<file path="src/rtl/dpe_accum.sv">
// Accumulates per-lane partial dot products over a configurable number of
// chunks, then rounds, optionally ReLUs, saturates and queues each group result.
module dpe_accum #(
    parameter int IDATAW     = 22,
    parameter int ODATAW     = 8,
    parameter int ACCW       = 32,
    parameter int BATCH      = 1,
    parameter int CNTW       = 8,
    parameter int FIFO_DEPTH = 4
) (
    input  logic                               clk,
    input  logic                               rst,
    input  logic signed [IDATAW-1:0]           i_data [0:BATCH-1],
    input  logic                               i_valid,
    input  logic                               i_cfg_wr,
    input  logic [CNTW-1:0]                    i_cfg_chunks,
    input  logic [$clog2(ACCW)-1:0]            i_cfg_shift,
    input  logic                               i_cfg_relu,
    output logic signed [ODATAW-1:0]           o_data [0:BATCH-1],
    output logic                               o_valid,
    input  logic                               i_ready,
    output logic [$clog2(FIFO_DEPTH):0]        o_count,
    output logic                               o_overflow
);
    localparam int SHW = $clog2(ACCW);
    localparam int AW  = $clog2(FIFO_DEPTH);
    localparam int CW  = AW + 1;
    localparam logic [CW-1:0] DEPTH_C = CW'(FIFO_DEPTH);
    localparam logic signed [ACCW:0] SAT_MAX = (ACCW+1)'((1 << (ODATAW-1)) - 1);
    localparam logic signed [ACCW:0] SAT_MIN = (ACCW+1)'(-(1 << (ODATAW-1)));

    // Extra headroom bit keeps the rounding add from wrapping.
    function automatic logic signed [ODATAW-1:0] f_post(
        input logic signed [ACCW-1:0] s,
        input logic [SHW-1:0]         sh,
        input logic                   relu
    );
        logic signed [ACCW:0] v;
        logic signed [ACCW:0] h;
        v = {s[ACCW-1], s};
        if (sh != '0) begin
            h = (ACCW+1)'(1) << (sh - 1'b1);
            v = (v + h) >>> sh;
        end
        if (relu && v < 0) v = '0;
        if (v > SAT_MAX) v = SAT_MAX;
        else if (v < SAT_MIN) v = SAT_MIN;
        return v[ODATAW-1:0];
    endfunction

    logic [CNTW-1:0]         r_cnt;
    logic [CNTW-1:0]         r_chunks;
    logic [SHW-1:0]          r_shift;
    logic                    r_relu;
    logic signed [ACCW-1:0]  r_acc [BATCH];
    logic signed [ACCW-1:0]  w_sum [BATCH];
    logic [CNTW-1:0]         w_last_idx;
    logic                    w_last;
    logic                    w_cfg_ok;

    logic                    r_s1_valid;
    logic signed [ACCW-1:0]  r_s1_sum [BATCH];
    logic [SHW-1:0]          r_s1_shift;
    logic                    r_s1_relu;
    logic                    r_s2_valid;
    logic signed [ODATAW-1:0] r_s2_data [BATCH];

    logic signed [ODATAW-1:0] r_mem [FIFO_DEPTH][BATCH];
    logic [AW-1:0]           r_wr;
    logic [AW-1:0]           r_rd;
    logic [CW-1:0]           r_count;
    logic                    r_overflow;
    logic                    w_full;
    logic                    w_pop;
    logic                    w_push;

    always_comb begin
        w_last_idx = (r_chunks == '0) ? '0 : r_chunks - 1'b1;
        w_last     = (r_cnt == w_last_idx);
        w_cfg_ok   = i_cfg_wr && (r_cnt == '0) && !i_valid;
        for (int b = 0; b < BATCH; b++) begin
            w_sum[b] = ((r_cnt == '0) ? '0 : r_acc[b]) + ACCW'(i_data[b]);
        end
    end

    always_ff @(posedge clk or negedge rst) begin
        if (!rst) begin
            r_cnt    <= '0;
            r_chunks <= CNTW'(1);
            r_shift  <= '0;
            r_relu   <= 1'b0;
            for (int b = 0; b < BATCH; b++) r_acc[b] <= '0;
        end else begin
            if (w_cfg_ok) begin
                r_chunks <= i_cfg_chunks;
                r_shift  <= i_cfg_shift;
                r_relu   <= i_cfg_relu;
            end
            if (i_valid) begin
                r_cnt <= w_last ? '0 : r_cnt + 1'b1;
                for (int b = 0; b < BATCH; b++) r_acc[b] <= w_sum[b];
            end
        end
    end

    // Shift/relu travel with the group so later config writes cannot touch it.
    always_ff @(posedge clk or negedge rst) begin
        if (!rst) begin
            r_s1_valid <= 1'b0;
            r_s1_shift <= '0;
            r_s1_relu  <= 1'b0;
            r_s2_valid <= 1'b0;
            for (int b = 0; b < BATCH; b++) begin
                r_s1_sum[b]  <= '0;
                r_s2_data[b] <= '0;
            end
        end else begin
            r_s1_valid <= i_valid && w_last;
            r_s2_valid <= r_s1_valid;
            if (i_valid && w_last) begin
                r_s1_shift <= r_shift;
                r_s1_relu  <= r_relu;
                for (int b = 0; b < BATCH; b++) r_s1_sum[b] <= w_sum[b];
            end
            if (r_s1_valid) begin
                for (int b = 0; b < BATCH; b++) begin
                    r_s2_data[b] <= f_post(r_s1_sum[b], r_s1_shift, r_s1_relu);
                end
            end
        end
    end

    assign w_full = (r_count == DEPTH_C);
    assign w_pop  = o_valid && i_ready;
    assign w_push = r_s2_valid && (!w_full || w_pop);

    always_ff @(posedge clk) begin
        if (w_push) begin
            for (int b = 0; b < BATCH; b++) r_mem[r_wr][b] <= r_s2_data[b];
        end
    end

    always_ff @(posedge clk or negedge rst) begin
        if (!rst) begin
            r_wr       <= '0;
            r_rd       <= '0;
            r_count    <= '0;
            r_overflow <= 1'b0;
        end else begin
            if (w_push) r_wr <= r_wr + 1'b1;
            if (w_pop)  r_rd <= r_rd + 1'b1;
            case ({w_push, w_pop})
                2'b10:   r_count <= r_count + 1'b1;
                2'b01:   r_count <= r_count - 1'b1;
                default: r_count <= r_count;
            endcase
            if (r_s2_valid && w_full && !w_pop) r_overflow <= 1'b1;
        end
    end

    always_comb begin
        o_valid    = (r_count != '0);
        o_count    = r_count;
        o_overflow = r_overflow;
        for (int b = 0; b < BATCH; b++) begin
            o_data[b] = o_valid ? r_mem[r_rd][b] : '0;
        end
    end
endmodule
</file>
<file path="config.mk">
export PLATFORM = sky130hd
export DESIGN_NAME = dpe_accum
export DESIGN_NICKNAME = d
export VERILOG_FILES = /design/src/rtl/dpe_accum.sv
export SDC_FILE = /design/constraint.sdc
export NUM_CORES = 1
export LEC_CHECK = 0
export CAP_MARGIN = 10
export CELL_PAD_IN_SITES_DETAIL_PLACEMENT = 2
export CELL_PAD_IN_SITES_GLOBAL_PLACEMENT = 2
export CORE_MARGIN = 2
export CORE_UTILIZATION = 41
export CTS_CLUSTER_SIZE = 12
export DETAILED_ROUTE_END_ITERATION = 10
export PLACE_DENSITY = 0.85
export SETUP_SLACK_MARGIN = 0.5
export SLEW_MARGIN = 15
export SYNTH_ARGS = -nofsm -noshare
export SYNTH_HDL_FRONTEND = slang
export SYNTH_SLANG_ARGS = --single-unit
</file>
<file path="constraint.sdc">
create_clock -name clk -period 10.1 [get_ports clk]
set_input_delay 1.515 -clock clk [delete_from_list [all_inputs] [get_ports clk]]
set_output_delay 1.515 -clock clk [all_outputs]
set_load 0.02 [all_outputs]
</file>
==> results.json, run 1 <==
{
  "status": "completed",
  "initial_core_util_pct": 41.56,
  "io_buffers": 53,
  "synth_seq_cells": 142,
  "synth_top_area_share_pct": 20.80,
  "cp.arrival_ns": 8.23,
  "layout_common_cells": "nor2_1, nand2_1, dfrtp_1",
  "p_leak_uw": 0.005954,
  "dp_hpwl_mm": 41.12,
  "drcViolationCount": 0,
  "firstDrtPassIters": 5,
  "mostFrequentLayoutCell": "nor2_1",
  "n_fill_cell": 3450,
  "fin_ws_ns": 2.166,
  "tightestPinTransition_ns": 1.173,
  "cts_hold_buf": 0,
  "rsz0062_at_grt": "no",
  "setup_violations": 0,
  "r2r_slack_ns": 2.17,
  "grt_max_degree": 60,
  "netlist_instances": 1547,
  "fin_crit_sh_pct": 78.55,
  "cp.required_ns": 10.39,
  "diodes": 0,
  "htreeDepth": 4,
  "yosysSeqAreaShare_pct": 28.32,
  "synth_edf_count": 32,
  "final.min_clock_period_ns": 7.934,
  "maxCapViolations": 0,
  "synthFlopType": "dfrtp_1",
  "synthToLayoutAreaGrowth_pct": 10.50,
  "min_path_type": "reg2reg",
  "grt_overflow": 0,
  "cts_root_buf": "clkbuf_16",
  "numCtsBuffers": 17,
  "synthArstFlopShare_pct": 77.46,
  "post_cts_buffers": 0,
  "relSlewSlack_pct": 21.74,
  "yosys-top-cells-area": "dfrtp_1, edfxtp_1, mux2_2, ha_1, nor2_1",
  "place_ws_ns": 2.497,
  "antenna_left": 0,
  "cts_resized": 0,
  "cts_tree": "done",
  "die_height_um": 182.9,
  "ios": 54,
  "die_area_mm2": 0.03343,
  "ir_drop_mv": 0.2182,
  "ys_types": 99,
  "via_per_inst": 6.750,
  "drtIter0Drc": 1221,
  "wl_per_cell_um": 29.69,
  "clkTransAtPathRegs_ns": 0.07,
  "nets": 1664,
  "start_kind": "flop",
  "synth_warnings": 0,
  "core_area_mm2": 0.03156,
  "hold_viol_final": 0,
  "grt_first_pass_wirelength_mm": 88.87,
  "grt_pass1_vias": 14210,
  "yosys.area.top_type": "dfrtp_1",
  "clock_path_buffers": 2,
  "powerDensity_mw_per_mm2": 382.2,
  "cts_sinks": 142,
  "end_kind": "flop",
  "cp_max_fo": 17,
  "wl_mm": 58.31,
  "vias": 13260,
  "rows": 65,
  "synth_area_mm2": 0.01312,
  "synth_fp_nets": 1662,
  "grt_use_total_pct": 35.14,
  "fin_skew_ns": 0.01092,
  "fmax_mhz": 126.0,
  "clock_latency_ns": 0.46,
  "syn_area_per_cell_um2": 8.478,
  "die_w_um": 182.9,
  "report.final.slew_viol_count": 0,
  "critPathKind": "reg2reg",
  "drive_gt1_share_pct": 11.84,
  "gp_congestion": 0.9692,
  "tns_ns": 0,
  "antenna_found_initial": 0
}
==> cell families (layout without fill, tap and decap cells) <==
logic type               Yosys count  count (layout)  share of synthesized area (%)
AO/OA/AOI/OAI                    454             454                          24.24
multiplexers                     119             119                          11.36
flip-flops                       142             142                          28.32
AND/OR/NAND/NOR                  558             558                          20.43
XOR/XNOR                          66              66                          4.408
adder cells (fa/ha/maj)           74              74                          7.231
buffers and inverters            134             149                          3.997
==> path summary, 6_finish.rpt <==
check / to / start / cells past startpoint
hold / removal: o_overflow$_DFFE_PN0P_ / o_overflow$_DFFE_PN0P_ / 1
max in group asynchronous: r_s1_sum[5]$_DFFE_PN0P_ / rst / 2
hold reg to reg: o_overflow$_DFFE_PN0P_ / o_overflow$_DFFE_PN0P_ / 1
min in group asynchronous: r_s2_data[6]$_DFFE_PN0P_ / rst / 1
setup / recovery: r_s2_data[3]$_DFFE_PN0P_ / r_s1_shift[1]$_DFFE_PN0P_ / 17
setup reg to reg: r_s2_data[3]$_DFFE_PN0P_ / r_s1_shift[1]$_DFFE_PN0P_ / 17
==> registers in the layout, summed over array words and instances, names as in the netlist, 2 cells and up <==
name / count
r_acc: 32
r_mem: 32
r_s1_sum: 32
r_chunks: 8
r_cnt: 8
r_s2_data: 8
r_s1_shift: 5
r_shift: 5
o_count: 3
r_rd: 2
r_wr: 2
==> layer usage <==
metal / GRT usage [%] / up-vias / wire length (um)
met2: 59.94 / 519 / 28410
met4: 13.28 / 0 / 2074
met3: 4.666 / 140 / 3478
met5: 0 / - / 0
met1: 45.49 / 6821 / 24340
li1: - / 5777 / -
==> area by class of cell <==
class / count / area (um2) / area share (%)
Clock buffer: 21 / 440.4 / 3.039
Clock inverter: 11 / 120.1 / 0.8288
Inverter: 46 / 172.7 / 1.191
Multi-Input combinational cell: 1271 / 8884 / 61.30
Sequential cell: 142 / 3715 / 25.63
Tap cell: 402 / 503.0 / 3.471
Timing Repair Buffer: 71 / 658.1 / 4.541
==> stage by stage <==
step / total power [uW] / util, % / hold WS (ns) / cells / instance area [um2]
floorplan: 3457 / - / 0.3519 / 1547 / 13120
global placement: 4461 / 44.13 / 0.4469 / 1932 / 13920
detailed placement: 4660 / 44.15 / 0.4756 / 1932 / 13930
CTS: 5437 / 45.93 / 0.4984 / 1964 / 14490
global route: 5808 / 45.93 / 0.5170 / 1964 / 14490
finish: 5538 / 45.93 / 0.4870 / 1964 / 14490
==> synthesized netlist by cell type, drive strengths merged (21+ instances only) <==
library cell  count
nor2            164
ha               71
xor2             22
mux2i            21
o21ai            85
a211oi           45
dfrtp           109
edfxtp           32
xnor2            44
a21o             30
nand2           146
a21oi            95
nand3            44
nor3             37
inv              44
clkbuf           68
a31oi            23
and2             55
mux2             83
==> worst max-delay path, cell delays in order (launching register included) <==
cell and delay [ns]:
dfrtp_1 0.59, inv_1 0.72, nand2_1 0.74, nor2_1 0.45, ha_1 0.38, a21oi_1 0.44
o21ai_0 0.35, a21oi_1 0.55, nand3b_1 0.15, o22a_1 0.27, xnor2_1 0.53, o21ai_0 0.21
o32ai_1 0.57, a221oi_1 0.22, a2111o_1 0.42, or4_4 0.54, o31ai_4 0.43, a211oi_1 0.20
==> where the power goes <==
part	internal (uW)	total [uW]	switching [uW]
sequential	804	1100	294
combinational	1400	3810	2400
clock	362	635	272
(Power assumes the default switching activity.)
==> run 2, diff against run 1 <==
CORE_UTILIZATION = 39   (was 41)
PLACE_DENSITY = 0.81   (was 0.85)
clock period = 7.4 ns   (was 10.1 ns; I/O delays follow)
==> results.json, run 2 (synthesis results as in run 1) <==
{
  "rsz0062_at_grt": "no",
  "powerDensity_mw_per_mm2": 522.2,
  "fin_crit_sh_pct": 90.00,
  "critPathKind": "reg2reg",
  "tightestPinTransition_ns": 1.188,
  "tns_ns": 0,
  "cts_tree": "done",
  "post-route-util_pct": 44.36,
  "top_regs": "r_acc (32), r_mem (32), r_s1_sum (32)",
  "vias": 13300,
  "die_height_um": 187.4,
  "grt_max_degree": 61,
  "slowest_stage": "dfrtp_1",
  "n_fill_cell": 3741,
  "final.min_clock_period_ns": 6.660,
  "layout_common_cells": "nor2_1, nand2_1, dfrtp_1",
  "maxCapViolations": 0,
  "hold_viol_final": 0,
  "core_area_mm2": 0.03336,
  "clkTransAtPathRegs_ns": 0.07,
  "p_leak_uw": 0.006099,
  "fmax_mhz": 150.2,
  "drcViolationCount": 0,
  "multiInputGateArea_mm2": 0.008896,
  "rows": 67,
  "ir_drop_mv": 0.2753,
  "gp_congestion": 0.9619,
  "ios": 54,
  "max_stage_delay_ns": 0.71,
  "cp.arrival_ns": 6.96,
  "setup_violations": 0,
  "initial_core_util_pct": 39.31,
  "clock_latency_ns": 0.46,
  "cp_max_fo": 34,
  "report.final.slew_viol_count": 0,
  "min_path_type": "reg2reg",
  "wl_per_cell_um": 28.72,
  "die_area_mm2": 0.03511,
  "wl_mm": 58.42,
  "cp.required_ns": 7.70,
  "antenna_left": 0,
  "drive_gt1_share_pct": 13.81,
  "io_buffers": 53,
  "dp_hpwl_mm": 42.80,
  "diodes": 0,
  "htreeDepth": 4,
  "antenna_found_initial": 0,
  "clock_path_buffers": 2,
  "cts_sinks": 142,
  "relSlewSlack_pct": 20.69,
  "numCtsBuffers": 17,
  "crit_chain": "clkinv_1 -> buf_4 -> nand3_1 -> nor2_1 -> ha_1 -> nand3_1 -> nor2_1 -> inv_1 -> o221ai_1 -> a21o_1 -> mux2_4 -> or2_1 -> o31ai_1 -> nor3_1 -> o211a_1 -> a2111o_1 -> or4_4 -> o31ai_4 -> a211oi_1",
  "fin_skew_ns": 0.01188,
  "firstDrtPassIters": 5,
  "grt_pass1_vias": 14300,
  "via_per_inst": 6.537,
  "cts_root_buf": "clkbuf_16",
  "start_kind": "flop",
  "synthToLayoutAreaGrowth_pct": 12.86,
  "nets": 1688,
  "grt_overflow": 0,
  "mostFrequentLayoutCell": "nor2_1",
  "grt_first_pass_wirelength_mm": 89.74,
  "drtIter0Drc": 1046,
  "grt_use_total_pct": 33.25,
  "die_w_um": 187.4,
  "status": "completed",
  "seq_area_mm2": 0.003716,
  "end_kind": "flop"
}
[run 2: critical path, delay by kind of cell (launching register included)]
family | cells | cell delay [ns]
fa+ha+maj | 1 | 0.65
buf+inv | 3 | 0.61
mux | 1 | 0.35
simple gates | 7 | 2.16
flops | 1 | 0.71
compound gates | 7 | 2.02
[run 2: area by class of cell]
| type | instances | share of cell area, % |
|---|---|---|
| flip-flops and latches | 142 | 25.11 |
| well taps | 448 | 3.787 |
| repair buffers | 95 | 5.664 |
| clock inverters | 15 | 1.302 |
| multi-input cells | 1271 | 60.10 |
| inverters | 46 | 1.167 |
| clock buffers | 17 | 2.874 |
[run 2: routing by layer]
layer  global-route usage [%]  vias up  routed length [um]
met5                        0        -                   0
met4                    12.20        0                2091
met3                    4.503      137                3199
met2                    55.40      495               27650
met1                    44.11     6843               25480
li1                         -     5822                   -
[run 2: through the flow]
| step | hold WS [ns] | power, uW | cells | instance area, um2 | setup slack, ns |
|---|---|---|---|---|---|
| after floorplan | 0.3519 | 4719 | 1547 | 13120 | 1.594 |
| after global placement | 0.4591 | 6230 | 2002 | 14160 | 1.006 |
| after global routing | 0.5105 | 8137 | 2034 | 14800 | 0.5601 |
| after CTS | 0.5006 | 7602 | 2034 | 14780 | 0.6461 |
| final | 0.4884 | 7729 | 2034 | 14800 | 0.7402 |
| after detailed placement | 0.4728 | 6496 | 2002 | 14160 | 0.8232 |
[run 2: what timing repair did]
item                       CTS  global route
setup endpoints to repair    0            15
buffers inserted             0             0
gates resized for setup      0             6
hold buffers                 0             0
[run 2: where the power goes]
group / total, uW / internal [uW] / switching (uW)
clock: 935 / 517 / 419
combinational: 5260 / 1980 / 3280
sequential: 1540 / 1100 / 440
total: 7730 / 3590 / 4140
[run 2: path summary, 6_finish.rpt]
kind	startpoint	to	slack (ns)	cells past startpoint
max reg2reg	r_s1_shift[2]$_DFFE_PN0P_	r_s2_data[4]$_DFFE_PN0P_	0.74	19
min	o_overflow$_DFFE_PN0P_	o_overflow$_DFFE_PN0P_	0.49	1
min in group asynchronous	rst	r_rd[1]$_DFFE_PN0P_	0.69	1
max in group asynchronous	rst	r_s1_shift[4]$_DFFE_PN0P_	5.34	2
max	r_s1_shift[2]$_DFFE_PN0P_	r_s2_data[4]$_DFFE_PN0P_	0.74	19
min reg2reg	o_overflow$_DFFE_PN0P_	o_overflow$_DFFE_PN0P_	0.49	1
==> run 3, diff against run 2 <==
SETUP_SLACK_MARGIN = 0.1   (was 0.5)
==> results.json, run 3 (synthesis results as in run 1) <==
{
  "status": "completed",
  "r2r_slack_ns": 0.54,
  "grt_max_degree": 61,
  "reg2reg_depth": 21,
  "fin_ws_ns": 0.5416,
  "tightestPinTransition_ns": 1.178,
  "powerDensity_mw_per_mm2": 522.1,
  "clkTransAtPathRegs_ns": 0.08,
  "htreeDepth": 4,
  "seq_area_mm2": 0.003715,
  "drive_gt1_share_pct": 13.43,
  "via_per_inst": 6.519,
  "finalNonFillerCells": 2035,
  "place_ws_ns": 0.8232,
  "mostFrequentLayoutCell": "nor2_1",
  "cp.required_ns": 7.73,
  "cp_top_family": "compound AO/OA/AOI/OAI gates",
  "cts_sinks": 142,
  "critPathKind": "reg2reg",
  "clock_latency_ns": 0.47,
  "cp_max_fo": 18,
  "maxCapViolations": 0,
  "min_path_type": "reg2reg",
  "p_leak_uw": 0.006096,
  "numCtsBuffers": 17,
  "firstDrtPassIters": 5,
  "vias": 13270,
  "slowest_stage": "nand2_1",
  "nets": 1688,
  "end_kind": "flop",
  "grt_first_pass_wirelength_mm": 89.74,
  "cts_tree": "done",
  "grt_use_total_pct": 33.25,
  "setup_violations": 0,
  "n_fill_cell": 3740,
  "ir_drop_mv": 0.2731,
  "critPathLaunch": "r_cnt[0]$_DFFE_PN0P_",
  "cts_hold_buf": 0,
  "initial_core_util_pct": 39.31,
  "post-route-util_pct": 44.31,
  "drcViolationCount": 0,
  "crit_cells": 21,
  "cts_root_buf": "clkbuf_16",
  "hold_viol_final": 0,
  "crit_buf_inv": 2,
  "rows": 67,
  "antenna_left": 0,
  "layout_common_cells": "nor2_1, nand2_1, dfrtp_1",
  "relSlewSlack_pct": 21.36,
  "fin_skew_ns": 0.01275,
  "r2r_end": "r_s1_sum[31]$_DFFE_PN0P_",
  "die_area_mm2": 0.03511,
  "grt_overflow": 0,
  "crit_chain": "inv_1 -> ha_1 -> nor4b_1 -> nand2_1 -> nand2_1 -> inv_1 -> ha_1 -> a211oi_1 -> o21ai_0 -> a221oi_1 -> o21ai_0 -> o311a_1 -> nand3_1 -> a31oi_1 -> a211oi_1 -> a211oi_1 -> a41oi_1 -> a21oi_1 -> xor2_1 -> xor2_1 -> o21ai_0",
  "post_cts_buffers": 0,
  "grt_pass1_vias": 14300,
  "clock_path_buffers": 2,
  "wl_mm": 58.30,
  "start_kind": "flop",
  "place_inst": 2002,
  "dp_hpwl_mm": 42.80,
  "die_w_um": 187.4,
  "report.final.slew_viol_count": 0,
  "rsz0062_at_grt": "no",
  "max_stage_delay_ns": 0.66,
  "final.min_clock_period_ns": 6.858,
  "fmax_mhz": 145.8,
  "wl_per_cell_um": 28.65,
  "drtIter0Drc": 975,
  "io_buffers": 53,
  "top_regs": "r_acc (32), r_mem (32), r_s1_sum (32)",
  "cp.arrival_ns": 7.19,
  "core_area_mm2": 0.03336,
  "antenna_found_initial": 0,
  "endpoint": "r_s1_sum[31]$_DFFE_PN0P_",
  "multiInputGateArea_mm2": 0.008876,
  "die_height_um": 187.4,
  "tns_ns": 0,
  "gp_congestion": 0.9619,
  "ios": 54,
  "fin_crit_sh_pct": 92.68,
  "p_total_uw": 7718,
  "synthToLayoutAreaGrowth_pct": 12.72,
  "r2r-start": "r_cnt[0]$_DFFE_PN0P_",
  "cts_resized": 0
}
run 3: report_power, final:
part           switching, uW  internal (uW)  total, uW
Sequential               435           1100       1530
Combinational           3270           1980       5250
Clock                    421            516        938
Total                   4130           3590       7720
run 3: cell type report:
class / instances / share of cell area [%]
clock inverter: 15 / 1.303
clock buffer: 17 / 2.878
sequential: 142 / 25.13
inverter: 46 / 1.168
tap: 448 / 3.792
antenna: 1 / 0.01693
multi-input combinational: 1271 / 60.04
timing repair buffer: 95 / 5.671
run 3: worst min path at each step:
stage / from / to / slack (ns) / cells after the start
after global placement: r_s2_valid$_DFF_PN0_ / o_overflow$_DFFE_PN0P_ / 0.46 / 1
final: o_overflow$_DFFE_PN0P_ / o_overflow$_DFFE_PN0P_ / 0.49 / 1
after floorplan: r_s1_valid$_DFF_PN0_ / r_s2_valid$_DFF_PN0_ / 0.35 / 0
after CTS: o_overflow$_DFFE_PN0P_ / o_overflow$_DFFE_PN0P_ / 0.50 / 1
after global routing: o_overflow$_DFFE_PN0P_ / o_overflow$_DFFE_PN0P_ / 0.51 / 1
after detailed placement: r_relu$_DFFE_PN0P_ / r_s1_relu$_DFFE_PN0P_ / 0.47 / 2
run 3: stage by stage:
stage | cell area (um2) | hold slack (ns)
detailed placement | 14160 | 0.4728
CTS | 14780 | 0.5006
global placement | 14160 | 0.4591
floorplan | 13120 | 0.3519
finish | 14780 | 0.4878
global route | 14780 | 0.5105
run 3: layer usage:
metal	vias up	global-route usage, %	share of wire, %
met2	460	55.40	48
met5	-	0	0
li1	5829	-	-
met1	6853	44.11	44
met3	124	4.503	5.3
met4	0	12.20	3.5
